--- config.mk ---
export PLATFORM = sky130hd
export DESIGN_NAME = mem_arbiter
export DESIGN_NICKNAME = d
export VERILOG_FILES = /design/src/rtl/mem_arbiter_pkg.sv /design/src/rtl/mem_arbiter_load_extend.sv /design/src/rtl/mem_arbiter.sv
export SDC_FILE = /design/constraint.sdc
export NUM_CORES = 1
export LEC_CHECK = 0
export ABC_AREA = 1
export BUFFER_PORTS_ARGS = -buffer_cell sky130_fd_sc_hd__buf_2
export CAP_MARGIN = 25
export CORE_MARGIN = 3
export CORE_UTILIZATION = 59
export DETAILED_ROUTE_END_ITERATION = 10
export PLACE_DENSITY = 0.86
export SETUP_SLACK_MARGIN = 0.02
export SLEW_MARGIN = 20
export SYNTH_ARGS = -nofsm -noshare
export SYNTH_HDL_FRONTEND = slang
export SYNTH_HIERARCHICAL = 1
export SYNTH_SLANG_ARGS = --single-unit
--- constraint.sdc ---
create_clock -name clk -period 4.74 [get_ports clk]
set_input_delay 0.711 -clock clk [delete_from_list [all_inputs] [get_ports clk]]
set_output_delay 0.711 -clock clk [all_outputs]
set_load 0.03 [all_outputs]
--- src/rtl/mem_arbiter_pkg.sv ---
// rtl/mem_arbiter_pkg.sv - shared op codes, IO decode default and FSM encodings for mem_arbiter
package mem_arbiter_pkg;

  localparam logic [31:0] IO_BASE_DEF  = 32'h0003_0000;
  localparam int          IF_BYTES_DEF = 4;

  localparam logic [6:0] OP_LB  = 7'd1;
  localparam logic [6:0] OP_LH  = 7'd2;
  localparam logic [6:0] OP_LW  = 7'd3;
  localparam logic [6:0] OP_LBU = 7'd4;
  localparam logic [6:0] OP_LHU = 7'd5;
  localparam logic [6:0] OP_SB  = 7'd6;
  localparam logic [6:0] OP_SH  = 7'd7;
  localparam logic [6:0] OP_SW  = 7'd8;

  typedef enum logic [1:0] {
    ST_IDLE = 2'd0,
    ST_BUSY = 2'd1,
    ST_DONE = 2'd2
  } state_t;

  typedef enum logic {
    OWN_IFETCH = 1'b0,
    OWN_LSB    = 1'b1
  } owner_t;

  // Index of the final byte of an access (byte count minus one).
  function automatic logic [1:0] op_last_idx(input logic [6:0] op);
    case (op)
      OP_LB, OP_LBU, OP_SB: return 2'd0;
      OP_LH, OP_LHU, OP_SH: return 2'd1;
      default:              return 2'd3;
    endcase
  endfunction

endpackage

--- src/rtl/mem_arbiter_load_extend.sv ---
// rtl/mem_arbiter_load_extend.sv - sign/zero extension of assembled load bytes
module mem_arbiter_load_extend
  import mem_arbiter_pkg::*;
(
  input  logic [6:0]  op,
  input  logic [31:0] raw,
  output logic [31:0] res
);

  always_comb begin
    res = raw;
    case (op)
      OP_LB:   res = {{24{raw[7]}}, raw[7:0]};
      OP_LH:   res = {{16{raw[15]}}, raw[15:0]};
      OP_LBU:  res = {24'd0, raw[7:0]};
      OP_LHU:  res = {16'd0, raw[15:0]};
      default: res = raw;
    endcase
  end

endmodule

--- src/rtl/mem_arbiter.sv ---
// rtl/mem_arbiter.sv - byte-wide RAM/IO port arbiter between instruction fetch and load-store buffer
module mem_arbiter
  import mem_arbiter_pkg::*;
#(
  parameter logic [31:0] IO_BASE  = IO_BASE_DEF,
  parameter int          IF_BYTES = IF_BYTES_DEF
) (
  input  logic        clk,
  input  logic        rst,
  input  logic        rdy,
  input  logic        flush,
  input  logic        if_req,
  input  logic [31:0] if_addr,
  output logic        if_valid,
  output logic [31:0] if_data,
  input  logic        ls_enable,
  input  logic [31:0] ls_addr,
  input  logic [31:0] ls_data,
  input  logic        ls_is_load,
  input  logic [6:0]  ls_op,
  output logic        ls_valid,
  output logic [31:0] ls_res,
  input  logic [7:0]  mem_din,
  output logic [7:0]  mem_dout,
  output logic [31:0] mem_a,
  output logic        mem_wr,
  input  logic        io_buffer_full
);

  state_t      state;
  owner_t      owner;
  owner_t      last_owner;
  logic [31:0] addr_q;
  logic [31:0] data_q;
  logic [31:0] buf_q;
  logic [6:0]  op_q;
  logic        load_q;
  logic [1:0]  cnt;
  logic [1:0]  last_q;

  logic [31:0] cur_addr;
  logic [31:0] next_buf;
  logic [31:0] ext_res;
  logic [7:0]  wr_byte;
  logic        is_write;
  logic        io_stall;
  logic        grant_ls;

  assign cur_addr = addr_q + {30'd0, cnt};
  assign is_write = (state == ST_BUSY) && (owner == OWN_LSB) && !load_q;
  assign io_stall = is_write && ((cur_addr & IO_BASE) == IO_BASE) && io_buffer_full;
  // Round robin only matters when both request; a lone requester always wins.
  assign grant_ls = ls_enable && (!if_req || (last_owner == OWN_IFETCH));

  always_comb begin
    wr_byte  = data_q[7:0];
    next_buf = buf_q;
    case (cnt)
      2'd0: begin wr_byte = data_q[7:0];   next_buf[7:0]   = mem_din; end
      2'd1: begin wr_byte = data_q[15:8];  next_buf[15:8]  = mem_din; end
      2'd2: begin wr_byte = data_q[23:16]; next_buf[23:16] = mem_din; end
      default: begin wr_byte = data_q[31:24]; next_buf[31:24] = mem_din; end
    endcase
  end

  assign mem_wr   = rdy && is_write && !io_stall;
  assign mem_a    = (state == ST_BUSY) ? cur_addr : 32'd0;
  assign mem_dout = is_write ? wr_byte : 8'd0;

  mem_arbiter_load_extend u_load_extend (
    .op  (op_q),
    .raw (next_buf),
    .res (ext_res)
  );

  always_ff @(posedge clk) begin
    if (rst) begin
      state      <= ST_IDLE;
      owner      <= OWN_IFETCH;
      last_owner <= OWN_IFETCH;
      addr_q     <= 32'd0;
      data_q     <= 32'd0;
      buf_q      <= 32'd0;
      op_q       <= 7'd0;
      load_q     <= 1'b0;
      cnt        <= 2'd0;
      last_q     <= 2'd0;
      if_valid   <= 1'b0;
      if_data    <= 32'd0;
      ls_valid   <= 1'b0;
      ls_res     <= 32'd0;
    end else if (rdy) begin
      if_valid <= 1'b0;
      ls_valid <= 1'b0;
      case (state)
        ST_IDLE: begin
          if (!flush && (if_req || ls_enable)) begin
            state <= ST_BUSY;
            cnt   <= 2'd0;
            buf_q <= 32'd0;
            if (grant_ls) begin
              owner      <= OWN_LSB;
              last_owner <= OWN_LSB;
              addr_q     <= ls_addr;
              data_q     <= ls_data;
              op_q       <= ls_op;
              load_q     <= ls_is_load;
              last_q     <= op_last_idx(ls_op);
            end else begin
              owner      <= OWN_IFETCH;
              last_owner <= OWN_IFETCH;
              addr_q     <= if_addr;
              data_q     <= 32'd0;
              op_q       <= OP_LW;
              load_q     <= 1'b1;
              last_q     <= 2'(IF_BYTES - 1);
            end
          end
        end
        ST_BUSY: begin
          // Committed stores are never aborted; fetches and loads are.
          if (flush && !is_write) begin
            state <= ST_IDLE;
          end else if (!io_stall) begin
            buf_q <= next_buf;
            if (cnt == last_q) begin
              state <= ST_DONE;
              if (owner == OWN_LSB) begin
                ls_valid <= 1'b1;
                ls_res   <= load_q ? ext_res : 32'd0;
              end else begin
                if_valid <= 1'b1;
                if_data  <= next_buf;
              end
            end else begin
              cnt <= cnt + 2'd1;
            end
          end
        end
        ST_DONE: state <= ST_IDLE;
        default: state <= ST_IDLE;
      endcase
    end
  end

endmodule

==> metrics.log, run 1 <==
INFO  metric grt_setup_unrepaired = false
INFO  metric worstPathMaxFanout = 5
INFO  metric num-fill-cells = 1405
INFO  metric slew_headroom = 0.333
INFO  metric row_count = 46
INFO  metric clock_tree.buffer_depth = 2
INFO  metric max_cap_violations = 0
INFO  metric reg2reg_setup_slack = 1.64 ns
INFO  metric antenna_found_initial = 3
INFO  metric die_y = 135 um
INFO  metric dp_cells = 1900
INFO  metric hold_viol = 0
INFO  metric vias_per_cell = 5.49
INFO  metric vdd_drop_max = 0.297 mV
INFO  metric netlist_top_cells_area = sky130_fd_sc_hd__dfxtp_1, sky130_fd_sc_hd__nand2_1, sky130_fd_sc_hd__o21ai_0, sky130_fd_sc_hd__nand4_1, sky130_fd_sc_hd__inv_1
INFO  metric first_global_vias = 9715
INFO  metric fin_hold_ws = 0.443 ns
INFO  metric detail_route.first_pass.iterations = 8
INFO  metric worstSetupEndpointType = output pin
INFO  metric classification_of_the_worst_setup_path = reg2out
INFO  metric min_period_over_period = 0.747
INFO  metric cts.hold.buffers_added = 0
INFO  metric min_path_type = reg2reg
INFO  metric numCtsBuffers = 17
INFO  metric pin_count = 226
INFO  metric final-max-slew-violation-count = 0
INFO  metric floorplan.die_area = 18300 um^2
INFO  metric clock_tree.root_cell = sky130_fd_sc_hd__clkbuf_16
INFO  metric numClockSinks = 177
INFO  metric sum_of_overflow_across_all_layers_after_global_routing = 0
INFO  metric synthesis.nets = 1682
INFO  metric worstSetupStartpointType = register
INFO  metric track_usage = 0.304
INFO  metric initial_core_util = 0.612
INFO  metric cts.clk_slew.worst_paths = 0.06 ns
INFO  metric die_width = 135 um
INFO  metric core = 16100 um^2
INFO  metric finalNonFillerCells = 1933
INFO  metric fin_crit = 3.54 ns
INFO  metric grt_pass1_wl = 45.6 mm
INFO  metric drt_first_iter_violations = 1002
INFO  metric most_common_cell_after_layout_fill_and_taps_aside = sky130_fd_sc_hd__nand2_1
INFO  metric arrival = 2.83 ns
INFO  metric synth_area_per_cell = 6.34 um^2
INFO  metric synth.distinct_cells = 38
INFO  metric globalplace.congestion = 0.927
INFO  metric worst_ep_required_time = 4.03 ns
INFO  metric postSynthCellCount = 1556
INFO  metric route.vias.total = 10.6k
INFO  metric yosysWarnings = 6
INFO  metric ys_seq_elements = 177
INFO  metric totalWireLength = 28.2 mm
INFO  metric status = complete, no violations
INFO  metric accumulated_negative_setup_slack = 0 ns
INFO  metric layout.nets = 1829
INFO  metric seq_area_frac_synth = 0.359
INFO  metric cts.htree.levels = 4
INFO  metric final-setup-viol-count = 0
INFO  metric power.density = 317 nW/um^2
INFO  metric skew = 0.00891 ns
INFO  metric yosys.area.top_type_share = 0.359
INFO  metric clk_latency = 0.44 ns
INFO  metric cts.repair_timing.setup_buffer_count = 0
INFO  metric post-route-drc-count = 0
INFO  metric port_buffers = 225
INFO  metric cts_resized = 0
INFO  metric dp_hpwl = 19.4 mm
INFO  metric syn_area = 9860 um^2
INFO  metric maximum_number_of_pins_on_one_net_before_global_route_repair = 86
INFO  metric worst_margin_slew = 1.00 ns
INFO  metric final_util = 0.710
INFO  metric tritoncts = yes
INFO  metric fin_total_pwr = 3.62 mW
INFO  metric routedWlPerCell = 14.6 um
INFO  metric antenna_violating_nets_post_route = 0
INFO  metric proportion_of_layout_cells_with_a_drive_suffix_above_1 = 0.206
INFO  metric syn2layout_area_growth = 16.0%
INFO  metric synthDominantAreaCellType = sky130_fd_sc_hd__dfxtp_1
INFO  metric leading_cell_types_in_the_layout_fill_and_taps_excluded = sky130_fd_sc_hd__nand2_1, sky130_fd_sc_hd__buf_2, sky130_fd_sc_hd__dfxtp_1, sky130_fd_sc_hd__inv_1, sky130_fd_sc_hd__nor2_1
INFO  metric clock.fmax = 282 MHz
INFO  metric static-leakage-power = 5.15 nW
-- synthesized netlist by cell type, drive strengths merged --
library cell    n
a211oi          1
a21oi         101
a221oi          1
a31oi          44
and3            3
buf            48
clkbuf         66
clkinv          1
dfxtp         177
fa              1
ha              6
inv           203
nand2         454
nand3          60
nand4          96
nor2          142
nor3           15
nor3b           2
nor4            1
o21a            2
o21ai         125
o31ai           1
xnor2           1
xor2            5
-- registers in the layout, indices dropped and copies added (netlist names), 2 cells and up --
name / cells
if_data: 32
addr_q: 32
ls_res: 32
buf_q: 32
state: 2
cnt: 2
op_q: 7
last_q: 2
data_q: 32
-- power breakdown --
part	total, mW	internal (mW)	leakage, nW	switching, mW
combinational	0.624	0.197	3.44	0.427
sequential	1.60	1.56	1.44	0.0469
clock	1.40	0.784	0.275	0.612
total	3.62	2.54	5.15	1.09
-- critical path, stage by stage (launching register included) --
cell and delay, ns:
sky130_fd_sc_hd__dfxtp_1 0.43, sky130_fd_sc_hd__ha_1 0.23, sky130_fd_sc_hd__fa_1 0.20, sky130_fd_sc_hd__nand2_1 0.10
sky130_fd_sc_hd__nor2_1 0.24, sky130_fd_sc_hd__nand2_1 0.08, sky130_fd_sc_hd__inv_1 0.08, sky130_fd_sc_hd__nand3_1 0.06
sky130_fd_sc_hd__inv_1 0.09, sky130_fd_sc_hd__nand3_1 0.12, sky130_fd_sc_hd__nor2_1 0.24, sky130_fd_sc_hd__nor2_1 0.07
sky130_fd_sc_hd__nor2_1 0.22, sky130_fd_sc_hd__buf_2 0.25
-- kinds of logic (layout without fill, tap and decap cells) --
group,count (synthesis),in the layout,share of synthesized area
adders and majority gates,7,7,0.00964
xor gates and xnor gates,6,6,0.00533
buffers and inverters,318,478,0.134
and+or+nand+nor,773,773,0.344
other,0,1,0
DFF,177,177,0.359
AOI/OAI and AO/OA,275,275,0.148
-- layout make-up --
class | count | area (um^2) | area share
multi-input cells | 1061 | 5000 | 0.437
flip-flops and latches | 177 | 3540 | 0.310
repair buffers | 242 | 1270 | 0.111
inverters | 204 | 768 | 0.0672
clock buffers | 22 | 484 | 0.0423
well taps | 216 | 270 | 0.0236
clock inverters | 10 | 100 | 0.00875
diodes | 1 | 2.50 | 0.000219
-- worst paths after layout --
kind | from | end | depth (start not counted)
setup / recovery | cnt[0]$_SDFFE_PP0P_ | mem_a[22] | 13
hold / removal | if_data[31]$_SDFFE_PP0P_ | if_data[31]$_SDFFE_PP0P_ | 2
setup reg to reg | cnt[0]$_SDFFE_PP0P_ | buf_q[7]$_SDFFE_PP0P_ | 15
hold reg to reg | if_data[31]$_SDFFE_PP0P_ | if_data[31]$_SDFFE_PP0P_ | 2
-- metal layers --
| metal | vias up | global-route usage | share of wire |
|---|---|---|---|
| met3 | 85 | 0.0710 | 0.084 |
| met2 | 491 | 0.512 | 0.48 |
| met1 | 4727 | 0.370 | 0.40 |
| met5 | - | 0 | 0.00089 |
| li1 | 5299 | - | - |
| met4 | 4 | 0.139 | 0.038 |
-- stage by stage --
stage                     worst slack (ns)  instance area, um^2
after floorplan                       1.94                 9860
after global placement                1.65                10900
after detailed placement              1.58                10900
after CTS                             1.19                11400
after global routing                 0.986                11400
final                                 1.20                11400
Power figures use the tool's default switching activity.
==> run 2: changes to the inputs <==
Settings changed: CORE_UTILIZATION 59 to 50, PLACE_DENSITY 0.86 to 0.78.
Clock period 4.74 ns to 3.1 ns, I/O delays scaled along.
==> run 2 against run 1 <==
  * Total power up 53%
  * First-iteration DRC count down 27%
  * Register-to-register slack worse by 1.2 ns
  * Flip-flop and latch count unchanged
  * Non-clock buffer count up 12
  * Sequential share of layout area down 0.70 points
  * Clock power up 53%
  * Combinational power up 55%
  * Cell count up 2.9%
  * Clock skew up 0.0038 ns
  * Global-route usage down 4.5 points
  * Largest cell class unchanged
==> metrics.log, run 2 (same netlist as run 1, synthesis figures left out) <==
INFO  metric status = complete, no violations
INFO  metric final_design_area_no_fill = 11700 um^2 (+2.4%)
INFO  metric reg2reg_to = buf_q[21]$_SDFFE_PP0P_
INFO  metric post-route-drc-count = 0 (unchanged)
INFO  metric most_common_cell_after_layout_fill_and_taps_aside = sky130_fd_sc_hd__nand2_1
INFO  metric worst_ep_required_time = 2.63 ns (-1.40 ns)
INFO  metric antenna_found_initial = 4 (+1)
INFO  metric final-max-slew-violation-count = 0 (unchanged)
INFO  metric port_buffers = 225 (unchanged)
INFO  metric cts.clk_slew.worst_paths = 0.08 ns (+0.02 ns)
INFO  metric tritoncts = yes
INFO  metric cts.hold.buffers_added = 0 (unchanged)
INFO  metric final_util = 0.616 (-0.0941)
INFO  metric classification_of_the_worst_setup_path = reg2out
INFO  metric r2r_start = cnt[0]$_SDFFE_PP0P_
INFO  metric min_path_type = in2reg
INFO  metric antenna_violating_nets_post_route = 0 (unchanged)
INFO  metric fin_hold_ws = 0.263 ns (-0.181 ns)
INFO  metric die_y = 146 um (+8.2%)
INFO  metric first_global_vias = 9616 (-1.0%)
INFO  metric grt_pass1_wl = 46.4 mm (+1.8%)
INFO  metric max_cap_violations = 0 (unchanged)
INFO  metric reg2reg_setup_slack = 0.42 ns (-1.22 ns)
INFO  metric layout.nets = 1841 (+0.66%)
INFO  metric slew_headroom = 0.443 (+0.109)
INFO  metric initial_core_util = 0.518 (-0.0934)
INFO  metric syn2layout_area_growth = 18.8%
INFO  metric detail_route.first_pass.iterations = 5 (-3)
INFO  metric worstPathMaxFanout = 5 (unchanged)
INFO  metric maximum_number_of_pins_on_one_net_before_global_route_repair = 66 (-23%)
INFO  metric hold_viol = 0 (unchanged)
INFO  metric route.vias.total = 10.5k (-0.83%)
INFO  metric vdd_drop_max = 0.380 mV (+28%)
INFO  metric leading_cell_types_in_the_layout_fill_and_taps_excluded = sky130_fd_sc_hd__nand2_1, sky130_fd_sc_hd__buf_2, sky130_fd_sc_hd__dfxtp_1, sky130_fd_sc_hd__inv_1, sky130_fd_sc_hd__nor2_1
INFO  metric core = 19000 um^2 (+18%)
INFO  metric worst_margin_slew = 0.834 ns (-0.167 ns)
INFO  metric drt_first_iter_violations = 729 (-27%)
INFO  metric sum_of_overflow_across_all_layers_after_global_routing = 0 (unchanged)
INFO  metric vias_per_cell = 5.29 (-3.7%)
INFO  metric fin_crit = 2.96 ns
INFO  metric final-setup-viol-count = 0 (unchanged)
INFO  metric post_dp_cell_area = 11000 um^2 (+1.3%)
INFO  metric dp_hpwl = 20.0 mm (+3.1%)
INFO  metric skew = 0.0127 ns (+0.00378 ns)
INFO  metric static-leakage-power = 5.24 nW (+1.8%)
INFO  metric arrival = 2.49 ns (-0.34 ns)
INFO  metric accumulated_negative_setup_slack = 0 ns (unchanged)
INFO  metric worst_setup_path_startpoint = cnt[0]$_SDFFE_PP0P_
INFO  metric worstSetupStartpointType = register
INFO  metric proportion_of_layout_cells_with_a_drive_suffix_above_1 = 0.220 (+0.0142)
INFO  metric clock_tree.root_cell = sky130_fd_sc_hd__clkbuf_16
INFO  metric clock.fmax = 338 MHz
INFO  metric die_width = 146 um (+8.2%)
INFO  metric fin_total_pwr = 5.56 mW (+53%)
INFO  metric cts.htree.levels = 4 (unchanged)
INFO  metric track_usage = 0.259 (-0.0453)
INFO  metric min_period_over_period = 0.953
INFO  metric clk_latency = 0.44 ns (about the same)
INFO  metric routedWlPerCell = 14.4 um (-1.5%)
INFO  metric grt_setup_unrepaired = true
INFO  metric pin_count = 226 (unchanged)
INFO  metric worstSetupEndpointType = output pin
INFO  metric power.density = 475 nW/um^2 (+50%)
INFO  metric crit_end = mem_a[30]
INFO  metric row_count = 50 (+8.7%)
INFO  metric numCtsBuffers = 17 (unchanged)
INFO  metric r2r.worst_path.cells = 15 (unchanged)
INFO  metric clock_tree.buffer_depth = 2 (unchanged)
INFO  metric floorplan.die_area = 21400 um^2 (+17%)
INFO  metric totalWireLength = 28.6 mm (+1.4%)
INFO  metric numClockSinks = 177 (unchanged)
INFO  metric globalplace.congestion = 0.878 (-5.3%)
[run 2: metrics by stage]
stage               cells  worst slack [ns]
finish               1990             0.144
global route         1989           0.00134
global placement     1954             0.336
CTS                  1986            0.0362
floorplan            1556             0.550
detailed placement   1954             0.218
[run 2: metal layers]
metal	routed length [um]	share of wire	vias up	GRT usage
met2	13600	0.48	393	0.446
met3	2130	0.074	66	0.0577
met1	11900	0.42	4725	0.319
met5	34	0.0012	-	0
met4	836	0.029	6	0.0908
li1	-	-	5328	-
[run 2: final cells by class]
cell class | count | area (um^2)
fillers | 1853 | 7310
multi-input cells | 1061 | 5070
flip-flops and latches | 177 | 3540
repair buffers | 254 | 1400
inverters | 204 | 768
clock buffers | 17 | 425
well taps | 260 | 325
clock inverters | 15 | 171
diodes | 2 | 5.00
[run 2: worst min-delay path by stage]
| stage | start | endpoint | slack [ns] | cells after the start |
|---|---|---|---|---|
| final | ls_data[16] | data_q[16]$_SDFFE_PP0P_ | 0.26 | 3 |
| after global routing | ls_data[30] | data_q[30]$_SDFFE_PP0P_ | 0.27 | 3 |
| after CTS | ls_data[16] | data_q[16]$_SDFFE_PP0P_ | 0.25 | 3 |
| after detailed placement | if_data[26]$_SDFFE_PP0P_ | if_data[26]$_SDFFE_PP0P_ | 0.43 | 2 |
| after global placement | if_data[26]$_SDFFE_PP0P_ | if_data[26]$_SDFFE_PP0P_ | 0.43 | 2 |
| after floorplan | data_q[24]$_SDFFE_PP0P_ | data_q[24]$_SDFFE_PP0P_ | 0.44 | 2 |
[run 2: what timing repair did]
action / CTS / global route
setup endpoints to repair: 5 / 11
pin swaps: 0 / 1
resized for setup: 5 / 24
setup buffers: 0 / 2
[run 2: critical path, stage by stage, from the launching register on]
cell and delay [ns]:
sky130_fd_sc_hd__dfxtp_2 0.38, sky130_fd_sc_hd__ha_2 0.21, sky130_fd_sc_hd__fa_2 0.21, sky130_fd_sc_hd__nand2_2 0.10, sky130_fd_sc_hd__nor2_4 0.16, sky130_fd_sc_hd__inv_1 0.06
sky130_fd_sc_hd__nor2_1 0.13, sky130_fd_sc_hd__nand2_1 0.10, sky130_fd_sc_hd__nor3_2 0.15, sky130_fd_sc_hd__nand4_1 0.12, sky130_fd_sc_hd__o21ai_0 0.19, sky130_fd_sc_hd__nor2_1 0.06
sky130_fd_sc_hd__clkbuf_4 0.18
[run 2: report_power, final]
| group | leakage, nW | total [mW] | internal, mW | switching, mW |
|---|---|---|---|---|
| clock | 0.285 | 2.14 | 1.09 | 1.06 |
| combinational | 3.52 | 0.968 | 0.316 | 0.652 |
| sequential | 1.44 | 2.45 | 2.38 | 0.0714 |
